$ cat src/rtl/data_mem_adapter.sv
// ---------------------------------------------------------------------------
// data_mem_adapter
//
// Bridges the load/store unit's memory-request port to a single-port 32-bit
// synchronous data RAM with one cycle of read latency.
//  * Stores: the left-justified lane mask and data are steered to the lanes
//    selected by the byte offset and written in the accept cycle.
//  * Loads: the RAM is read in the accept cycle. The addressed bytes are
//    extracted on the following cycle, right-justified and zero-extended,
//    then queued in an in-order response FIFO that has registered outputs.
//  * Illegal or misaligned requests pulse misalign_error for one cycle. Such
//    a request never touches the RAM. A request that asks for read data
//    still gets a response, with data 0, so the requester never waits
//    forever on a tag.
//
// Bit numbering follows the LSU convention: bit 0 is the MSB, and byte lane
// 0 is bits [0:7].
//
// Ports
//   clk, rst            clock, asynchronous active-high reset
//   to_mem_*            request channel (valid/ready), tag, destination register
//   mem_address         byte address; [30:31] = byte offset
//   mem_write_en/data   left-justified store lane mask / store data
//   mem_read_en         left-justified load lane mask
//   from_mem_*          response channel (valid/ready), tag, destination register
//   mem_read_data       right-justified, zero-extended load data
//   misalign_error      one-cycle pulse when an illegal/misaligned request is accepted
//   ram_en/we/addr/wdata  RAM request (the lane enables of ram_we are bits [0:3])
//   ram_rdata           RAM read data, valid the cycle after a read strobe
// ---------------------------------------------------------------------------
module data_mem_adapter #(
  parameter int RS_ID_WIDTH = 5,
  parameter int RAM_AW      = 10,
  parameter int RESP_DEPTH  = 2
) (
  input  logic                   clk,
  input  logic                   rst,
  input  logic                   to_mem_valid,
  output logic                   to_mem_ready,
  input  logic [RS_ID_WIDTH-1:0] to_mem_rs_id,
  input  logic [4:0]             to_mem_reg_addr,
  input  logic [0:31]            mem_address,
  input  logic [0:3]             mem_write_en,
  input  logic [0:31]            mem_write_data,
  input  logic [0:3]             mem_read_en,
  output logic                   from_mem_valid,
  input  logic                   from_mem_ready,
  output logic [RS_ID_WIDTH-1:0] from_mem_rs_id,
  output logic [4:0]             from_mem_reg_addr,
  output logic [0:31]            mem_read_data,
  output logic                   misalign_error,
  output logic                   ram_en,
  output logic [0:3]             ram_we,
  output logic [RAM_AW-1:0]      ram_addr,
  output logic [0:31]            ram_wdata,
  input  logic [0:31]            ram_rdata
);

  localparam int CW = $clog2(RESP_DEPTH + 1);

  typedef struct packed {
    logic [RS_ID_WIDTH-1:0] rs_id;
    logic [4:0]             reg_addr;
    logic [0:31]            data;
  } resp_t;

  // -------------------------------------------------------------------------
  // Request decode
  // -------------------------------------------------------------------------
  function automatic logic [2:0] mask_size(input logic [0:3] m);
    case (m)
      4'b1000: return 3'd1;
      4'b1100: return 3'd2;
      4'b1111: return 3'd4;
      default: return 3'd0;
    endcase
  endfunction

  logic [1:0] req_off;
  logic [2:0] wr_size;
  logic [2:0] rd_size;
  logic [3:0] wr_end;
  logic [3:0] rd_end;
  logic       has_wr;
  logic       has_rd;
  logic       store_ok;
  logic       load_ok;
  logic       req_err;

  always_comb begin
    req_off  = mem_address[30:31];
    has_wr   = |mem_write_en;
    has_rd   = |mem_read_en;
    wr_size  = mask_size(mem_write_en);
    rd_size  = mask_size(mem_read_en);
    wr_end   = {2'b00, req_off} + {1'b0, wr_size};
    rd_end   = {2'b00, req_off} + {1'b0, rd_size};
    store_ok = has_wr && !has_rd && (wr_size != 3'd0) && (wr_end <= 4'd4);
    load_ok  = has_rd && !has_wr && (rd_size != 3'd0) && (rd_end <= 4'd4);
    req_err  = (has_wr || has_rd) && !store_ok && !load_ok;
  end

  logic rdy_q;
  logic rdy_d;
  logic accept;
  logic resp_acc;

  assign accept   = to_mem_valid && rdy_q;
  // Anything that asks for read data occupies a response slot, even when it is illegal.
  assign resp_acc = accept && has_rd;

  // The RAM request is combinational from the accepted request. It is forced
  // to zero otherwise, so the RAM pins stay quiet when the RAM is idle.
  always_comb begin
    ram_en         = accept && (store_ok || load_ok);
    ram_we         = '0;
    ram_wdata      = '0;
    ram_addr       = '0;
    misalign_error = accept && req_err;
    if (accept && store_ok) begin
      ram_we    = mem_write_en >> req_off;
      ram_wdata = mem_write_data >> {req_off, 3'b000};
    end
    if (ram_en) begin
      ram_addr = mem_address[30-RAM_AW:29];
    end
  end

  // Address bits above the RAM window do not select anything.
  logic unused_addr_hi;
  assign unused_addr_hi = ^mem_address[0:29-RAM_AW];

  // -------------------------------------------------------------------------
  // In-flight slot: one load whose RAM data returns this cycle
  // -------------------------------------------------------------------------
  logic                   infl_valid_q, infl_valid_d;
  logic                   infl_ok_q,    infl_ok_d;
  logic [1:0]             infl_off_q,   infl_off_d;
  logic [2:0]             infl_size_q,  infl_size_d;
  logic [RS_ID_WIDTH-1:0] infl_rs_id_q, infl_rs_id_d;
  logic [4:0]             infl_reg_q,   infl_reg_d;

  always_comb begin
    infl_valid_d = resp_acc;
    infl_ok_d    = load_ok;
    infl_off_d   = req_off;
    infl_size_d  = rd_size;
    infl_rs_id_d = to_mem_rs_id;
    infl_reg_d   = to_mem_reg_addr;
  end

  // Shift the addressed bytes up to lane 0, then down so that the last byte
  // lands in the low lane. Zeros fill in from both shifts.
  logic [0:31] rd_aligned;
  logic [2:0]  drop_bytes;
  resp_t       push_ent;

  always_comb begin
    rd_aligned        = ram_rdata << {infl_off_q, 3'b000};
    drop_bytes        = 3'd4 - infl_size_q;
    push_ent.rs_id    = infl_rs_id_q;
    push_ent.reg_addr = infl_reg_q;
    push_ent.data     = infl_ok_q ? (rd_aligned >> {drop_bytes, 3'b000}) : '0;
  end

  // -------------------------------------------------------------------------
  // Response FIFO: entry 0 is the head and drives the outputs directly
  // -------------------------------------------------------------------------
  resp_t         fifo_q [RESP_DEPTH];
  resp_t         fifo_d [RESP_DEPTH];
  logic [CW-1:0] cnt_q, cnt_d;
  logic [CW-1:0] wr_idx;
  logic          valid_q, valid_d;
  logic          push;
  logic          pop;
  logic [CW:0]   pend_d;

  assign push = infl_valid_q;
  assign pop  = valid_q && from_mem_ready;

  always_comb begin
    wr_idx = cnt_q - CW'(pop);
    cnt_d  = cnt_q + CW'(push) - CW'(pop);
    for (int i = 0; i < RESP_DEPTH; i++) begin
      fifo_d[i] = fifo_q[i];
      // The tail entry vacated by a pop is don't-care, so the modulo wrap is harmless.
      if (pop) begin
        fifo_d[i] = fifo_q[(i + 1) % RESP_DEPTH];
      end
      if (push && (wr_idx == CW'(i))) begin
        fifo_d[i] = push_ent;
      end
    end
    valid_d = (cnt_d != '0);
    // Pending counts both queued responses and the load in flight. Ready is
    // derived from next-state registers only, so it never depends
    // combinationally on to_mem_valid or from_mem_ready.
    pend_d = {1'b0, cnt_d} + {{CW{1'b0}}, infl_valid_d};
    rdy_d  = (int'(pend_d) < RESP_DEPTH);
  end

  always_ff @(posedge clk or posedge rst) begin
    if (rst) begin
      rdy_q        <= 1'b0;
      valid_q      <= 1'b0;
      cnt_q        <= '0;
      infl_valid_q <= 1'b0;
      infl_ok_q    <= 1'b0;
      infl_off_q   <= '0;
      infl_size_q  <= '0;
      infl_rs_id_q <= '0;
      infl_reg_q   <= '0;
      for (int i = 0; i < RESP_DEPTH; i++) begin
        fifo_q[i] <= '0;
      end
    end else begin
      rdy_q        <= rdy_d;
      valid_q      <= valid_d;
      cnt_q        <= cnt_d;
      infl_valid_q <= infl_valid_d;
      infl_ok_q    <= infl_ok_d;
      infl_off_q   <= infl_off_d;
      infl_size_q  <= infl_size_d;
      infl_rs_id_q <= infl_rs_id_d;
      infl_reg_q   <= infl_reg_d;
      for (int i = 0; i < RESP_DEPTH; i++) begin
        fifo_q[i] <= fifo_d[i];
      end
    end
  end

  assign to_mem_ready      = rdy_q;
  assign from_mem_valid    = valid_q;
  assign from_mem_rs_id    = fifo_q[0].rs_id;
  assign from_mem_reg_addr = fifo_q[0].reg_addr;
  assign mem_read_data     = fifo_q[0].data;

endmodule

$ cat config.mk
export PLATFORM = sky130hd
export DESIGN_NAME = data_mem_adapter
export DESIGN_NICKNAME = d
export VERILOG_FILES = /design/src/rtl/data_mem_adapter.sv
export SDC_FILE = /design/constraint.sdc
export NUM_CORES = 1
export LEC_CHECK = 0
export CORE_ASPECT_RATIO = 1.25
export CORE_MARGIN = 2
export CORE_UTILIZATION = 40
export CTS_BUF_LIST = sky130_fd_sc_hd__clkbuf_8
export CTS_CLUSTER_SIZE = 16
export DETAILED_ROUTE_END_ITERATION = 10
export PLACE_DENSITY_LB_ADDON = 0.05
export SYNTH_ARGS = -nofsm -noshare
export SYNTH_HDL_FRONTEND = slang
export SYNTH_SLANG_ARGS = --single-unit
$ cat constraint.sdc
create_clock -name clk -period 3.4 [get_ports clk]
set_input_delay 0.34 -clock clk [delete_from_list [all_inputs] [get_ports clk]]
set_output_delay 0.34 -clock clk [all_outputs]
set_load 0.01 [all_outputs]
==> impl_metrics.csv <==
group,metric,value,unit
run_status,status,"finished clean",
layout,final_core_util,0.521,
layout,layout.area.seq,2630,sq um
layout,area_growth,27.2,%
layout,nNetsFinal,1044,
drt,totalWireLength,22200,microns
drt,wl_per_cell,19.3,microns
layout,layout_common_cells,"137 x clkdlybuf4s50_1, 126 x mux2i_1, 104 x dfrtp_1",
power,p_leak,4.23,nW
clock_network,clk_pin_slew,0.12,ns
worst_hold_path,min_path_type,"primary input to flip-flop",
place,io_buffers,189,
drt,vias_per_cell,5.64,
layout,multiInputGateArea,4260,sq um
yosys,synth_top_cell_area_share,0.352,
critical_path,cp.depth,13,
sta,timing.fmax,0.298,GHz
job,maxCapViolations,0,
die,die_area,19800,sq um
sta,hold_viol,0,
grt,grt_max_degree,89,
layout,antenna_cells,0,
place,place_hpwl,16000,microns
die,initial_core_util,0.410,
clock_network,cts-root-buf,"clkbuf_8",
sta,setup_violations,0,
grt,grt_first_pass_wirelength,35600,microns
yosys,synth_area_leaders,"dfrtp_1 35%, mux2i_1 17%, mux2_2 7.2%, buf_4 4.5%, nand2_1 3.3%",
critical_path,r2r_start,"from_mem_valid",
layout,final_layout_size_suffix_gt1_frac,0.207,
critical_path,cp_top_family,"buffers and inverters",
grt,grt.overflow.total,0,
power,pwr_density_cell,388,nW/um^2
sta,hold_ws,0.366,ns
critical_path,cp-end-kind,"output port",
sta,fin_crit,3.35,ns
critical_path,crit_path_end,"ram_addr[1]",
critical_path,arrival,3.01,ns
yosys,yosys_warnings,0,
grt,grt_pass1_vias,6886,
yosys,synth.distinct_cells,49,
yosys,synth_seq_cells,105,
critical_path,crit_required,3.06,ns
drt,dr.pass1.iters,5,
sta,max_slew.worst_pin.slew,1.10,ns
drt,vias,6486,
clock_network,cts_tree,"yes",
worst_hold_path,worstHoldPathCells,1,
critical_path,start_kind,"primary input",
die,die_h,157,microns
critical_path,path_max_fanout,12,
critical_path,reg2reg_depth,7,
critical_path,crit_type,"primary input to output port",
yosys,synthArstFlopShare,1.00,
drt,drtAntennaViolNets,0,
layout,layout_commonest_cell,"clkdlybuf4s50_1",
yosys,syn_nets,899,
sta,setup_slack,0.0480,ns
clock_network,cts_buffers,9,
critical_path,max_stage_delay,0.48,ns
sta,finClkSkew,0.0133,ns
worst_hold_path,min_from,"to_mem_reg_addr[3]",
die,row_count,55,
power,vdd_drop_max,0.000216,V
drt,drc_errors,0,
clock_network,ctsHtreeMaxLevel,3,
critical_path,crit_path_cell_trace,"clkdlybuf4s50_1, nor2_2, nand2_1, nor2_2, ha_2, inv_1, fa_1, nor2b_4, o211ai_1, a211o_1, buf_12, a21oi_1, clkdlybuf4s15_1",
clock_network,cts_sinks,105,
yosys,ys_seq_area_frac,0.352,
critical_path,crit_slowest_cell,"fa_1",
yosys,synth-edff-count,0,
place,place_congestion,0.850,
critical_path,r2r_slack,0.97,ns
yosys,netlist_area,7470,sq um
sta,slew-limit-headroom,0.264,
yosys,syn_avg_cell_area,9.68,sq um
die,die_w,126,microns
critical_path,r2r-end,"mem_read_data[30]",
die,ioPinCount,210,
yosys,synthFlopType,"dfrtp_1",
sta,slew_viol_final,0,
grt,antenna_found_initial,0,
sta,finalCritPeriodShare,0.986,
yosys,synth_top_cell_by_area,"dfrtp_1",
drt,drt_first_iter_violations,406,
critical_path,crit_top_cell,"nor2_2",
place,dp_slack,-0.622,ns
clock_network,clk_path_buf_depth,2,
sta,rsz0062_at_grt,"true",
critical_path,path_buf_inv,4,
critical_path,crit_start,"mem_read_en[2]",
yosys,synthCells,772,
die,core-area,18200,sq um
grt,track_usage,0.227,
clock_network,insertion_delay,0.39,ns
layout,fillers,1694,
[Yosys cell counts (4+ instances only)]
master,n
nor2_1,48
dfrtp_1,105
o221ai_1,16
nand3_1,19
and2_1,4
mux2i_1,126
a21boi_0,8
o22ai_1,32
mux4_2,8
nand2b_1,9
nor2b_1,11
clkbuf_1,27
a211oi_1,32
nand2_1,66
or3_1,10
buf_4,45
a21oi_1,45
inv_1,16
buf_2,20
o21ai_0,28
mux2_2,48
ha_1,7
[flip-flops by register name (all words and copies together), names as in the netlist]
register and flops:
mem_read_data 32, to_mem_ready 1, infl_size_q 3, fifo_q 42, from_mem_rs_id 5, infl_rs_id_q 5, infl_off_q 2, from_mem_reg_addr 5
from_mem_valid 1, cnt_q 2, infl_valid_q 1, infl_ok_q 1, infl_reg_q 5
[cells by family after synthesis]
group,count (synthesis),share of synthesized area
AOI/OAI and AO/OA,173,0.155
xor gates and xnor gates,4,0.00570
adders and majority gates,9,0.0171
buffers and inverters,117,0.0893
DFF,105,0.352
muxes,182,0.265
and+or+nand+nor,182,0.116
[metal layers]
layer,global-route usage,part of all wire,vias up
met3,0.0526,0.059,46
met5,0,0,-
li1,-,-,3066
met1,0.255,0.38,3161
met4,0.122,0.050,0
met2,0.397,0.51,213
[per-stage QoR]
stage | instances | power, mW | instance area, sq um | TNS [ns]
after floorplan | 772 | 2.42 | 7470 | 0
after global placement | 1129 | 2.87 | 9380 | -23.28
after detailed placement | 1129 | 2.91 | 9380 | -25.58
after CTS | 1149 | 3.73 | 9590 | 0
after global routing | 1150 | 3.92 | 9500 | -0.541
final | 1150 | 3.69 | 9500 | 0
[where the power goes]
group | total, mW | leakage [nW] | switching (mW) | internal (mW)
Clock | 0.805 | 0.100 | 0.507 | 0.298
Sequential | 1.49 | 1.40 | 0.0978 | 1.40
Combinational | 1.39 | 2.73 | 0.769 | 0.617
[cell type report]
cell class                      count  share of cell area
Timing Repair Buffer              233               0.216
Tap cell                          228              0.0300
Clock inverter                      7             0.00843
Sequential cell                   105               0.277
Multi-Input combinational cell    550               0.448
Inverter                           18             0.00738
Clock buffer                        9              0.0130
[how the worst min path moves through the flow]
stage	endpoint	slack (ns)
after global placement	fifo_q[39]	0.46
final	infl_reg_q[3]	0.37
after detailed placement	fifo_q[35]	0.46
after CTS	infl_reg_q[3]	0.34
after floorplan	infl_off_q[0]	0.37
after global routing	infl_rs_id_q[0]	0.34
[timing repair]
item                       4_1_cts  5_1_grt
pin swaps                        5        1
resized for setup              101       73
hold buffers                     0        0
hold endpoints to repair         0        0
setup endpoints to repair       48       47
setup buffers                    3        1
gates cloned                     1        0
(Power assumes the default switching activity.)
